==> src/rtl/seq_detect_param.sv <==
// Parametrised serial pattern detector: synchronised, debounced step button
// shifts in one switch bit per press; prefix-match tracking with computed fallback.
module seq_detect_param #(
    parameter int unsigned               PAT_LEN = 6,
    parameter logic [PAT_LEN-1:0]        PATTERN = 6'b101011,
    parameter int unsigned               DEB_CNT = 1000000,
    parameter int unsigned               CNT_W   = 8
) (
    input  logic                         System_clk,
    input  logic                         BTNU,
    input  logic                         BTND,
    input  logic                         SW1,
    input  logic                         overlap_en,
    output logic [$clog2(PAT_LEN+1)-1:0] LED,
    output logic                         LED0,
    output logic [CNT_W-1:0]             match_cnt,
    output logic                         step_pulse
);

    localparam int unsigned SW = $clog2(PAT_LEN + 1);
    localparam int unsigned DW = (DEB_CNT > 2) ? $clog2(DEB_CNT) : 1;
    localparam int          PL = int'(PAT_LEN);

    // Pattern bit i in arrival order (i = 0 is the first bit received).
    function automatic logic pat_bit(input int i);
        return 1'(PATTERN >> (PL - 1 - i));
    endfunction

    function automatic int unsigned border_len();
        int unsigned best;
        logic        ok;
        best = 0;
        for (int k = 1; k < PL; k++) begin
            ok = 1'b1;
            for (int j = 0; j < k; j++) begin
                if (pat_bit(j) != pat_bit(PL - k + j)) ok = 1'b0;
            end
            if (ok) best = k;
        end
        return best;
    endfunction

    // Longest pattern prefix that is a suffix of (first s pattern bits, then d).
    function automatic logic [SW-1:0] next_len(input logic [SW-1:0] s, input logic d);
        logic [SW-1:0] best;
        logic          ok;
        best = '0;
        for (int k = 1; k <= PL; k++) begin
            ok = (k <= int'(s) + 1) && (pat_bit(k - 1) == d);
            for (int j = 0; j < PL - 1; j++) begin
                if (ok && (j < k - 1) && (pat_bit(j) != pat_bit(int'(s) + 1 - k + j)))
                    ok = 1'b0;
            end
            if (ok) best = SW'(k);
        end
        return best;
    endfunction

    localparam int unsigned BORDER = border_len();

    logic          r_btnd_s1, r_btnd_s2;
    logic          r_sw_s1, r_sw_s2;
    logic [DW-1:0] r_deb_cnt;
    logic          r_level, r_level_d;
    logic          r_step;
    logic [SW-1:0] r_state;
    logic          r_led0;
    logic [CNT_W-1:0] r_mcnt;

    logic [SW-1:0] w_next;
    logic          w_match;

    assign w_next  = next_len(r_state, r_sw_s2);
    assign w_match = (w_next == SW'(PAT_LEN));

    // Input synchronisers and debounce of the step button.
    always_ff @(posedge System_clk or posedge BTNU) begin
        if (BTNU) begin
            r_btnd_s1 <= 1'b0;
            r_btnd_s2 <= 1'b0;
            r_sw_s1   <= 1'b0;
            r_sw_s2   <= 1'b0;
            r_deb_cnt <= '0;
            r_level   <= 1'b0;
        end else begin
            r_btnd_s1 <= BTND;
            r_btnd_s2 <= r_btnd_s1;
            r_sw_s1   <= SW1;
            r_sw_s2   <= r_sw_s1;
            if (r_btnd_s2 != r_level) begin
                if (r_deb_cnt == DW'(DEB_CNT - 1)) begin
                    r_level   <= r_btnd_s2;
                    r_deb_cnt <= '0;
                end else begin
                    r_deb_cnt <= r_deb_cnt + DW'(1);
                end
            end else begin
                r_deb_cnt <= '0;
            end
        end
    end

    // One-cycle strobe on the accepted rising edge of the button.
    always_ff @(posedge System_clk or posedge BTNU) begin
        if (BTNU) begin
            r_level_d <= 1'b0;
            r_step    <= 1'b0;
        end else begin
            r_level_d <= r_level;
            r_step    <= r_level & ~r_level_d;
        end
    end

    always_ff @(posedge System_clk or posedge BTNU) begin
        if (BTNU) begin
            r_state <= '0;
            r_led0  <= 1'b0;
            r_mcnt  <= '0;
        end else if (r_step) begin
            if (w_match) begin
                r_led0 <= 1'b1;
                if (r_mcnt != {CNT_W{1'b1}}) r_mcnt <= r_mcnt + CNT_W'(1);
                r_state <= overlap_en ? SW'(BORDER) : '0;
            end else begin
                r_led0  <= 1'b0;
                r_state <= w_next;
            end
        end
    end

    assign LED        = r_state;
    assign LED0       = r_led0;
    assign match_cnt  = r_mcnt;
    assign step_pulse = r_step;

endmodule

==> config.mk <==
export PLATFORM = sky130hd
export DESIGN_NAME = seq_detect_param
export DESIGN_NICKNAME = d
export VERILOG_FILES = /design/src/rtl/seq_detect_param.sv
export SDC_FILE = /design/constraint.sdc
export NUM_CORES = 1
export LEC_CHECK = 0
export CAP_MARGIN = 30
export CORE_MARGIN = 4
export CORE_UTILIZATION = 56
export CTS_BUF_LIST = sky130_fd_sc_hd__clkbuf_8
export DETAILED_ROUTE_END_ITERATION = 10
export GPL_ROUTABILITY_DRIVEN = 1
export PLACE_DENSITY_LB_ADDON = 0.12
export SLEW_MARGIN = 40
export SYNTH_ARGS = -nofsm -noshare
export SYNTH_HDL_FRONTEND = slang
export SYNTH_SLANG_ARGS = --single-unit
==> constraint.sdc <==
create_clock -name System_clk -period 3.4 [get_ports System_clk]
set_input_delay 0.51 -clock System_clk [delete_from_list [all_inputs] [get_ports System_clk]]
set_output_delay 0.51 -clock System_clk [all_outputs]
set_load 0.02 [all_outputs]
### Yosys cells after proc, flatten, opt, wreduce, memory -nomap -nowiden

Cells that the tools add are included.

| storage, ports and cells | value |
|---|---|
| register bits | 39 |
| bits of input ports | 5 |
| output and inout bits | 13 |
| word-level logic and storage cells | 130 |

| operators by class | value |
|---|---|
| add/sub/neg operators | 33 |
| order comparisons | 6 |
| equality and inequality tests | 4 |
| shift operators | 15 |
| mux-type cells | 26 |
| bitwise operators | 12 |
| reduce and logical (&&, ||, !) cells | 23 |

Operators by type and width:

| operator | count |
|---|---|
| 6-bit by 32-bit >> shifter with 1-bit output, first input constant | 15 |
| 4-bit by 32-bit subtractor with 32-bit output, first input constant | 15 |
| 32-bit by 3-bit adder with 32-bit output, second input constant | 5 |
| 32-bit by 2-bit adder with 32-bit output, second input constant | 4 |
| 4-bit by 32-bit <= comparator with 1-bit output, first input constant | 3 |
| 32-bit by 4-bit subtractor with 32-bit output, second input constant | 3 |
| 3-bit by 32-bit <= comparator with 1-bit output, first input constant | 2 |
| 32-bit by 3-bit subtractor with 32-bit output, second input constant | 2 |
| 20-bit two-way mux | 2 |
| 32-bit by 4-bit adder with 32-bit output, second input constant | 1 |
| 2-bit by 32-bit <= comparator with 1-bit output, first input constant | 1 |
| 1-bit logical AND | 21 |
| 20-bit by 1-bit adder with 20-bit output, second input constant | 1 |
| 20-bit equality test, second input constant | 1 |
| 1-bit two-way mux | 18 |
| 3-bit two-way mux | 4 |
| 1-bit NOT | 11 |
| 8-bit by 1-bit adder with 8-bit output, second input constant | 1 |
| 8-bit inequality test, second input constant | 1 |
| 3-bit by 1-bit adder with 4-bit output, second input constant | 1 |
| 2-bit two-way mux | 2 |
| 3-bit equality test, second input constant | 1 |
| 3-bit AND reduction | 1 |
| 2-bit AND reduction | 1 |
| other kinds (2) | 2 |

### Longest topological paths before layout

Gate-level depths: netlist of the first run.

| logic depth | value |
|---|---|
| depth in word-level cells | 18 |
| gate-level depth with buffers | 16 |
| mapped depth without buffers | 14 |

### Worst setup path before layout of the first run

Ideal clock, no wire load.

| timing | value |
|---|---|
| path type | reg2reg |
| start | register r_state[0] (netlist: LED[0]) |
| end | register r_state[2] (netlist: LED[2]) |
| setup time | 0.125 ns |
| arrival | 3.474 ns |
| data required time | 3.275 ns |
| path slack | -0.199 ns |
| cell stages (with the launch flop) | 16 |
| buffers on the path | 2 |
| clock period less this slack | 3.599 ns |
| cell sequence | dfrtp_1 > buf_4 > clkinv_1 > ha_1 > buf_6 > inv_1 > ha_1 > a21oi_1 > ha_1 > ha_1 > a21oi_1 > a2111oi_0 > mux2_2 > a31oi_1 > a41o_1 > mux2_2 |

| between the ends | value |
|---|---|
| word-level cells in the longest chain between the ends | 18 |
| elaborated cells on any way between the ends | 105 |
| those cells by class | 31 x add/sub; 6 x order compare; 1 x eq/ne; 15 x shift; 22 x mux; 9 x bitwise; 21 x reduce/logical |

Ends and longest elaborated chain:

| element | RTL line | source |
|---|---|---|
| start: declaration | 66 | `logic [SW-1:0] r_state;` |
| start signal: assignment | 123 | `r_state <= overlap_en ? SW'(BORDER) : '0;` |
| start signal: assignment | 126 | `r_state <= w_next;` |
| 3-bit by 1-bit adder with 4-bit output * | 49, 51 |  |
| branches (longest 14 deep; another with 32-bit by 4-bit subtractor with 32-bit output) | - |  |
| 3-bit two-way mux * | 54 | `if (ok) best = SW'(k);` |
| 3-bit equality test | 74 | `assign w_match = (w_next == SW'(PAT_LEN));` |
| 3-bit two-way mux * | 120 | `if (w_match) begin` |

Mark *: on every way between the ends.
A chain may end at the register's enable or synchronous reset.

### Worst setup path after layout of the first run

Ends and elaborated chain as after synthesis.

==> results.yml, run 1 <==
floorplanning:
  rows: 25
  dieArea_sq_um: 6360
  io_pins: 18
  die-width_microns: 79.75
  die_h_microns: 79.75
  core_sq_um: 4848
  initial_core_util_pct: 59.46
final_layout:
  fin_util_pct: 68.10
  stdcell_count: 399
  finalNetCount: 372
  final_area_sq_um: 3302
  diodes: 0
  drive_gt1_share_pct: 14.16
  area_growth_pct: 14.54
hold_path:
  hold_depth: 0
  hold_class: "reg -> reg"
pwr:
  power_mw: 0.8039
  max-vdd-ir-drop_mv: 0.3053
  power.density_nw_per_um2: 243.5
  leakage_nw: 1.477
clock_tree:
  cts.sinks: 39
  cts_root_buf: "clkbuf_8"
  clk_pin_slew_ps: 70
  cts_tree: "done"
  ctsHoldBuffers: 0
  ctsLongestPathBuffers: 2
  clk_latency_ps: 280
  numCtsBuffers: 5
  cts_htree_levels: 2
setup_path:
  end_kind: "flip-flop"
  r2r_end: "LED[2]"
  crit_start: "LED[0]"
  critPathKind: "reg -> reg"
  r2r_start: "LED[0]"
  start_kind: "flip-flop"
  worstPathRequired_ps: 3570
  r2r_cells: 12
  worstPathMaxFanout: 9
  r2r_slack_ps: 150
  endpoint: "LED[2]"
  critical_path_arrival_ps: 3420
grt:
  first_global_vias: 2177
  antenna_found_initial: 0
  overflow: 0
  grt_pass1_wl_mm: 10.46
  track_usage_pct: 20.74
  grt_max_degree: 40
placement:
  portBuffers: 17
  place_ws_ps: 104.8
  place_area_sq_um: 3171
  hpwl_mm: 4.383
  dp_cells: 389
  gp_congestion: 0.8797
flow_run:
  drv_cap: 0
yosys:
  netlist_instances: 300
  synth.distinct_cells: 59
  ys_async_sr_fraction_pct: 100.0
  synth_nets: 340
  syn-cell-area_sq_um: 2883
  yosys-top-cells-count: "dfrtp_1, ha_1, nor2_1, inv_1, xnor2_1"
  synth.most_common_cell: "dfrtp_1"
  synth_top_area_share_pct: 33.85
  synth-main-ff-cell: "dfrtp_1"
  yosys.area.top_type: "dfrtp_1"
  yosysSeqAreaShare_pct: 33.85
  synth_area_leaders: "dfrtp_1, ha_1, xnor2_1"
  synth_edf_count: 0
  avgSynthCellArea_sq_um: 9.609
  yosys_warnings: 0
  ys_ff_latch: 39
route:
  drtPass1Iterations: 4
  via_count: 2244
  first_iter_violations: 138
  antenna_left: 0
  wl_per_cell_microns: 14.89
  viasPerCell: 5.624
  drc: 0
  finalWirelength_mm: 5.940
timing:
  hold_viol_final: 0
  maxSlewViolCount: 0
  setup_viol: 0
  slew_headroom_pct: 56.42
  worstMarginPinSlew_ps: 650.7
  max_freq_mhz: 308.1
  final.setup.worst_slack_ps: 154.3
  fin_crit_sh_pct: 95.46
  period_minus_slack_ps: 3246
  clock_skew_ps: 3.047
outcome:
  status: "finished clean"
==> registers in the layout, summed over array words and instances (netlist names) <==
register	count
r_sw_s2	1
r_deb_cnt	20
r_btnd_s2	1
LED	3
r_sw_s1	1
LED0	1
match_cnt	8
r_level_d	1
step_pulse	1
r_level	1
r_btnd_s1	1
==> how the worst min path moves through the flow <==
stage	slack, ps	end	startpoint
6_report	350	r_btnd_s2	r_btnd_s1
5_1_grt	360	r_sw_s2	r_sw_s1
4_1_cts	350	r_btnd_s2	r_btnd_s1
3_5_place_dp	330	r_btnd_s2	r_btnd_s1
3_3_place_gp	330	r_btnd_s2	r_btnd_s1
2_1_floorplan	330	r_btnd_s2	r_btnd_s1
==> kinds of logic after synthesis <==
family	after synthesis	share of synthesized area [%]
compound gates	42	10.03
xor+xnor	33	10.94
fa+ha+maj	36	16.06
buf+inv	29	5.034
flops	39	33.85
mux	9	3.515
simple gates	112	20.57
==> through the flow <==
step | hold WS [ps] | setup TNS [ps]
3_5_place_dp | 334.7 | 0
2_1_floorplan | 331.2 | 0
3_3_place_gp | 333.4 | 0
5_1_grt | 358.9 | -21.79
6_report | 349.3 | 0
4_1_cts | 350.7 | 0
==> cells in the final DEF, fill, tap and decap left out, types with 3 or more instances in the layout <==
cell and count:
dfrtp_1 38, nor2_1 33, ha_1 32, inv_1 18
xnor2_1 17, clkdlybuf4s50_1 17, buf_4 16, nand2_1 15
a21oi_1 15, xor2_1 14, nand3_1 13, nand4_1 12
nor3_1 7, nor2b_1 6, clkbuf_8 6, mux2_2 5
o21ai_0 5, and2_1 4, o221ai_1 3, mux2i_1 3
and3_1 3
==> report_power, final <==
| part | switching (mW) | internal [mW] | leakage (nW) |
|---|---|---|---|
| combinational | 0.0163 | 0.00952 | 0.902 |
| sequential | 0.00505 | 0.469 | 0.528 |
| clock | 0.145 | 0.159 | 0.0470 |
==> layout make-up <==
| cell class | count | area, sq um |
|---|---|---|
| Sequential cell | 39 | 977.2 |
| Multi-Input combinational cell | 232 | 1783 |
| Inverter | 21 | 80.08 |
| Clock inverter | 1 | 5.005 |
| Fill cell | 397 | 1546 |
| Timing Repair Buffer | 33 | 290.3 |
| Clock buffer | 6 | 82.58 |
| Tap cell | 67 | 83.83 |
==> worst max-delay path, cell delays in order (launching register included) <==
cell and delay (ps):
dfrtp_2 430, ha_1 260, xor2_4 270, ha_1 250
a21oi_1 80, ha_1 360, ha_1 170, a21oi_1 90
a2111oi_2 360, mux2_2 230, a31oi_2 120, a41o_1 240
mux2_2 260
==> routing by layer <==
layer | vias up | track usage (%) | wire length [microns]
li1 | 1125 | - | -
met1 | 1057 | 32.06 | 3056
met2 | 57 | 29.63 | 2540
met3 | 5 | 3.612 | 297
met4 | 0 | 5.743 | 45
met5 | - | 0 | 0
==> what timing repair did <==
action,4_1_cts,5_1_grt
endpoints found under the setup margin,0,3
gates resized for setup,0,5
hold endpoints to repair,0,0
buffers inserted,0,3
(Power assumes the default switching activity.)
==> inputs of run 2 (changes only) <==
Settings changed: SETUP_SLACK_MARGIN set to 0.2, SKIP_LAST_GASP set to 1.
==> run 2 against run 1 <==
Against the previous run: register-to-register slack better by 110 ps; sequential power hardly changed; non-clock buffer count is 7 higher; first-iteration DRC count is 36% higher; clock power is 25% higher; utilization is 5.1 points higher; critical path depth is 2 higher; hold slack better by 4.7 ps; largest cell class unchanged; largest power group unchanged.
==> results.yml, run 2 (synthesized netlist as in run 1, its figures left out) <==
outcome:
  status: "finished clean"
clock_tree:
  numCtsBuffers: 5
  ctsLongestPathBuffers: 2
  cts_tree: "done"
  cts_root_buf: "clkbuf_8"
  clk_latency_ps: 300
  clk_pin_slew_ps: 70
  cts.sinks: 39
  cts_htree_levels: 2
floorplanning:
  dieArea_sq_um: 6360
  initial_core_util_pct: 59.46
  io_pins: 18
  die_h_microns: 79.75
  core_sq_um: 4848
  rows: 25
  die-width_microns: 79.75
final_layout:
  diodes: 0
  finalNetCount: 379
  layout_commonest_cell: "dfrtp_1"
  drive_gt1_share_pct: 22.06
  area_growth_pct: 23.05
  final_area_sq_um: 3547
  largest_reg_flops: 20
  final_cell_mix: "dfrtp_1, nor2_1, ha_1, xnor2_1, clkdlybuf4s50_1"
  fin_util_pct: 73.16
  largest_register: "r_deb_cnt"
setup_path:
  crit_slowest_cell: "or4_2"
  worstPathRequired_ps: 3570
  end_kind: "flip-flop"
  critical_path_arrival_ps: 3310
  cpPeakStageDelay_ps: 640
  worstPathMaxFanout: 6
  r2r_cells: 14
  worstPathCellList: "buf_12, clkinv_4, ha_4, inv_2, ha_4, a21oi_2, ha_2, buf_4, or4_2, o221ai_1, a21oi_2, a31oi_4, a41o_1, o22ai_1"
  critPathKind: "reg -> reg"
  crit_family: "adder cells"
  r2r_slack_ps: 260
  r2r_end: "LED[1]"
  start_kind: "flip-flop"
  cp_num_buf_inv: 4
  r2r_start: "LED[0]"
pwr:
  leakage_nw: 1.535
  intPower_mw: 0.6966
  p_sw_mw: 0.1840
  p_comb_share_pct: 3.0
  seqPwrFrac_pct: 53.8
  power.density_nw_per_um2: 248.3
  p_clk_share_pct: 43.2
  power_mw: 0.8806
  max-vdd-ir-drop_mv: 0.2662
  p_sw_share_pct: 20.90
timing:
  maxSlewViolCount: 0
  hold_viol_final: 0
  period_minus_slack_ps: 3139
  rsz0062_at_grt: "yes"
  max_freq_mhz: 318.6
  slew_headroom_pct: 50.88
  setup_viol: 0
  fin_crit_sh_pct: 92.31
  clock_skew_ps: 5.868
  setup_tns_ps: 0
  worstMarginPinSlew_ps: 730.0
hold_path:
  hold_class: "reg -> reg"
  hp-start: "r_sw_s1"
  hold_depth: 0
  min_to: "r_sw_s2"
route:
  via_count: 2371
  antenna_left: 0
  first_iter_violations: 188
  wl_per_cell_microns: 16.04
  drtPass1Iterations: 4
  finalWirelength_mm: 6.528
  viasPerCell: 5.826
  drc: 0
placement:
  portBuffers: 17
  gp_congestion: 0.9514
  hpwl_mm: 4.361
  place_area_sq_um: 3148
grt:
  grt_pass1_wl_mm: 10.18
  overflow: 0
  antenna_found_initial: 0
  track_usage_pct: 20.23
  grt_max_degree: 40
  first_global_vias: 2187
flow_run:
  drv_cap: 0
==> run 2: worst max-delay path by stage <==
stage	start	end	slack, ps	cells after the start
global route	LED[0]	LED[2]	130	12
finish	LED[0]	LED[1]	260	14
detailed placement	LED[1]	LED[2]	200	13
global placement	LED[1]	match_cnt[1]	270	12
CTS	LED[0]	match_cnt[1]	240	12
floorplan	LED[1]	match_cnt[1]	200	12
==> run 2: power by group through the flow <==
stage | Combinational [mW] | Sequential (mW) | Clock, mW
2_1_floorplan | 0.0178 | 0.482 | 0
5_1_grt | 0.0309 | 0.475 | 0.414
3_5_place_dp | 0.0271 | 0.483 | 0
4_1_cts | 0.0273 | 0.474 | 0.391
6_report | 0.0262 | 0.474 | 0.381
3_3_place_gp | 0.0272 | 0.483 | 0
==> run 2: final cells by class <==
cell class | count | area, sq um
Multi-Input combinational cell | 232 | 1911
Inverter | 21 | 86.33
Fill cell | 349 | 1301
Timing Repair Buffer | 40 | 375.4
Clock inverter | 3 | 43.79
Tap cell | 67 | 83.83
Clock buffer | 5 | 68.82
Sequential cell | 39 | 978.4
==> run 2: routing by layer <==
layer	share of wire [%]	vias up	wire length [microns]	global-route usage, %
met5	0	-	0	0
met4	1.7	0	114	6.419
met3	6.2	16	406	4.740
met2	45	72	2908	28.46
met1	47	1148	3099	30.50
li1	-	1135	-	-
==> run 2: per-stage QoR <==
stage	hold WS [ps]	std cells	setup slack [ps]
3_3_place_gp	333.4	383	269.6
2_1_floorplan	331.2	300	200.9
6_report	354.0	407	261.3
4_1_cts	356.1	392	242.7
3_5_place_dp	337.9	383	200.2
5_1_grt	372.5	407	131.5
==> run 2: repair_timing <==
item	4_1_cts	5_1_grt
endpoints found under the setup margin	2	10
cloned	0	1
hold buffers	0	0
pin swaps	0	11
gates resized for setup	2	34
buffers inserted	1	14
==> inputs of run 3 (changes only) <==
Settings changed: CORE_UTILIZATION 56 to 39, SLEW_MARGIN 40 to 20.
==> run 3 against run 2 <==
Against the previous run: critical path depth fell by 2; setup slack improved by 79 ps; sequential share of layout area rose by 0.48 points; wire length fell by 4.5%; utilization fell by 25 points; hold slack improved by 4.1 ps; sequential power barely moved; clock-buffer cell count did not move; combinational power barely moved; via count fell by 5.7%; non-clock buffer count fell by 4; global-route usage fell by 5.2 points; highest routed layer unchanged.
==> results.yml, run 3 (synthesized netlist as in run 1, its figures left out) <==
route:
  m1WireLength_mm: 2.908
  route.met3.wl_microns: 235
  drtPass1Iterations: 4
  antenna_left: 0
  highest_layer: "met4"
  drc: 0
  viasPerCell: 5.143
  dr_wl_met2_mm: 2.999
  wl_per_cell_microns: 14.34
  via_count: 2237
  finalWirelength_mm: 6.236
  first_iter_violations: 94
flow_run:
  drv_cap: 0
clock_tree:
  clk_pin_slew_ps: 90
  ctsLongestPathBuffers: 2
  cts_tree: "done"
  cts_htree_levels: 2
  clk_latency_ps: 290
  ctsHoldBuffers: 0
  cts.sinks: 39
  cts_root_buf: "clkbuf_8"
  numCtsBuffers: 5
pwr:
  p_sw_mw: 0.1993
  max-vdd-ir-drop_mv: 0.2179
  power_mw: 0.8986
  seqPwrFrac_pct: 52.7
  p_comb_share_pct: 2.9
  intPower_mw: 0.6993
  power.density_nw_per_um2: 257.4
  p_sw_share_pct: 22.18
  p_clk_share_pct: 44.4
  leakage_nw: 1.495
setup_path:
  r2r_cells: 12
  r2r_start: "LED[0]"
  crit_start: "LED[0]"
  critPathKind: "reg -> reg"
  crit_family: "adder cells"
  worstPathCellList: "ha_4, xor2_4, ha_4, a21oi_1, ha_2, ha_2, a21oi_2, a2111oi_2, mux2_4, a31oi_2, a41o_1, mux2_2"
  start_kind: "flip-flop"
  worstPathMaxFanout: 7
  crit_slowest_cell: "dfrtp_2"
  endpoint: "LED[2]"
  worstPathRequired_ps: 3580
  cp.depth: 12
  end_kind: "flip-flop"
  r2r_slack_ps: 340
  cpPeakStageDelay_ps: 450
  cp_num_buf_inv: 0
  r2r_end: "LED[2]"
  critical_path_arrival_ps: 3240
floorplanning:
  die-width_microns: 93.98
  die_h_microns: 93.98
  core_sq_um: 7214
  rows: 31
  dieArea_sq_um: 8831
  initial_core_util_pct: 39.96
  io_pins: 18
grt:
  track_usage_pct: 15.00
  overflow: 0
  grt_max_degree: 27
  first_global_vias: 2270
  grt_pass1_wl_mm: 10.70
  antenna_found_initial: 0
final_layout:
  area_growth_pct: 21.09
  largest_reg_flops: 20
  seq_area_sq_um: 979.7
  finalNetCount: 375
  layout_commonest_cell: "dfrtp_1"
  multiInputGateArea_sq_um: 1871
  diodes: 0
  largest_register: "r_deb_cnt"
  fill_cells: 720
  final_cell_mix: "dfrtp_1, nor2_1, ha_1"
  drive_gt1_share_pct: 19.94
timing:
  rsz0062_at_grt: "yes"
  slew_headroom_pct: 50.97
  max_freq_mhz: 326.8
  worstMarginPinSlew_ps: 728.7
  maxSlewViolCount: 0
  setup_tns_ps: 0
  period_minus_slack_ps: 3060
  clock_skew_ps: 9.747
  hold_viol_final: 0
  fin_crit_sh_pct: 89.99
  setup_viol: 0
outcome:
  status: "finished clean"
placement:
  gp_congestion: 0.8683
  hpwl_mm: 4.631
  portBuffers: 17
hold_path:
  hold_class: "reg -> reg"
  hp-start: "r_btnd_s1"
[run 3: per-layer routing]
metal / track usage (%) / vias to the layer above
met1: 20.11 / 1060
met2: 25.19 / 40
li1: - / 1127
met3: 2.885 / 10
met5: 0 / -
met4: 3.008 / 0
[run 3: worst min-delay path by stage]
stage,end,cells after the start
final,r_btnd_s2,0
after global routing,r_sw_s2,0
after CTS,r_btnd_s2,0
after detailed placement,r_btnd_s2,0
after global placement,r_btnd_s2,0
after floorplan,r_btnd_s2,0
[run 3: through the flow]
step	utilization (%)	std cells	hold slack, ps	setup slack (ps)	cell area, sq um
floorplan	-	300	331.2	200.9	2912
global placement	44.50	418	334.1	195.7	3211
detailed placement	44.50	418	337.8	181.2	3211
CTS	46.77	430	358.4	220.0	3374
global route	48.39	435	372.1	179.0	3491
finish	48.39	435	358.1	340.2	3491
[run 3: cell type report]
type / instances / share of cell area (%)
Timing Repair Buffer: 36 / 8.996
Multi-Input combinational cell: 232 / 53.58
Tap cell: 99 / 3.548
Inverter: 21 / 2.509
Sequential cell: 39 / 28.06
Clock inverter: 3 / 1.326
Clock buffer: 5 / 1.971
[run 3: power by group through the flow]
| stage | registers, mW | logic [mW] | clock network [mW] |
|---|---|---|---|
| final | 0.473 | 0.0264 | 0.399 |
| after global routing | 0.475 | 0.0302 | 0.430 |
| after CTS | 0.473 | 0.0277 | 0.413 |
| after detailed placement | 0.483 | 0.0277 | 0 |
| after global placement | 0.483 | 0.0279 | 0 |
| after floorplan | 0.482 | 0.0178 | 0 |
[run 3: timing repair]
| action | 4_1_cts | 5_1_grt |
|---|---|---|
| gates cloned | 1 | 0 |
| gates resized for setup | 4 | 22 |
| pin swaps | 3 | 3 |
| setup buffers | 3 | 5 |
| endpoints found under the setup margin | 2 | 11 |
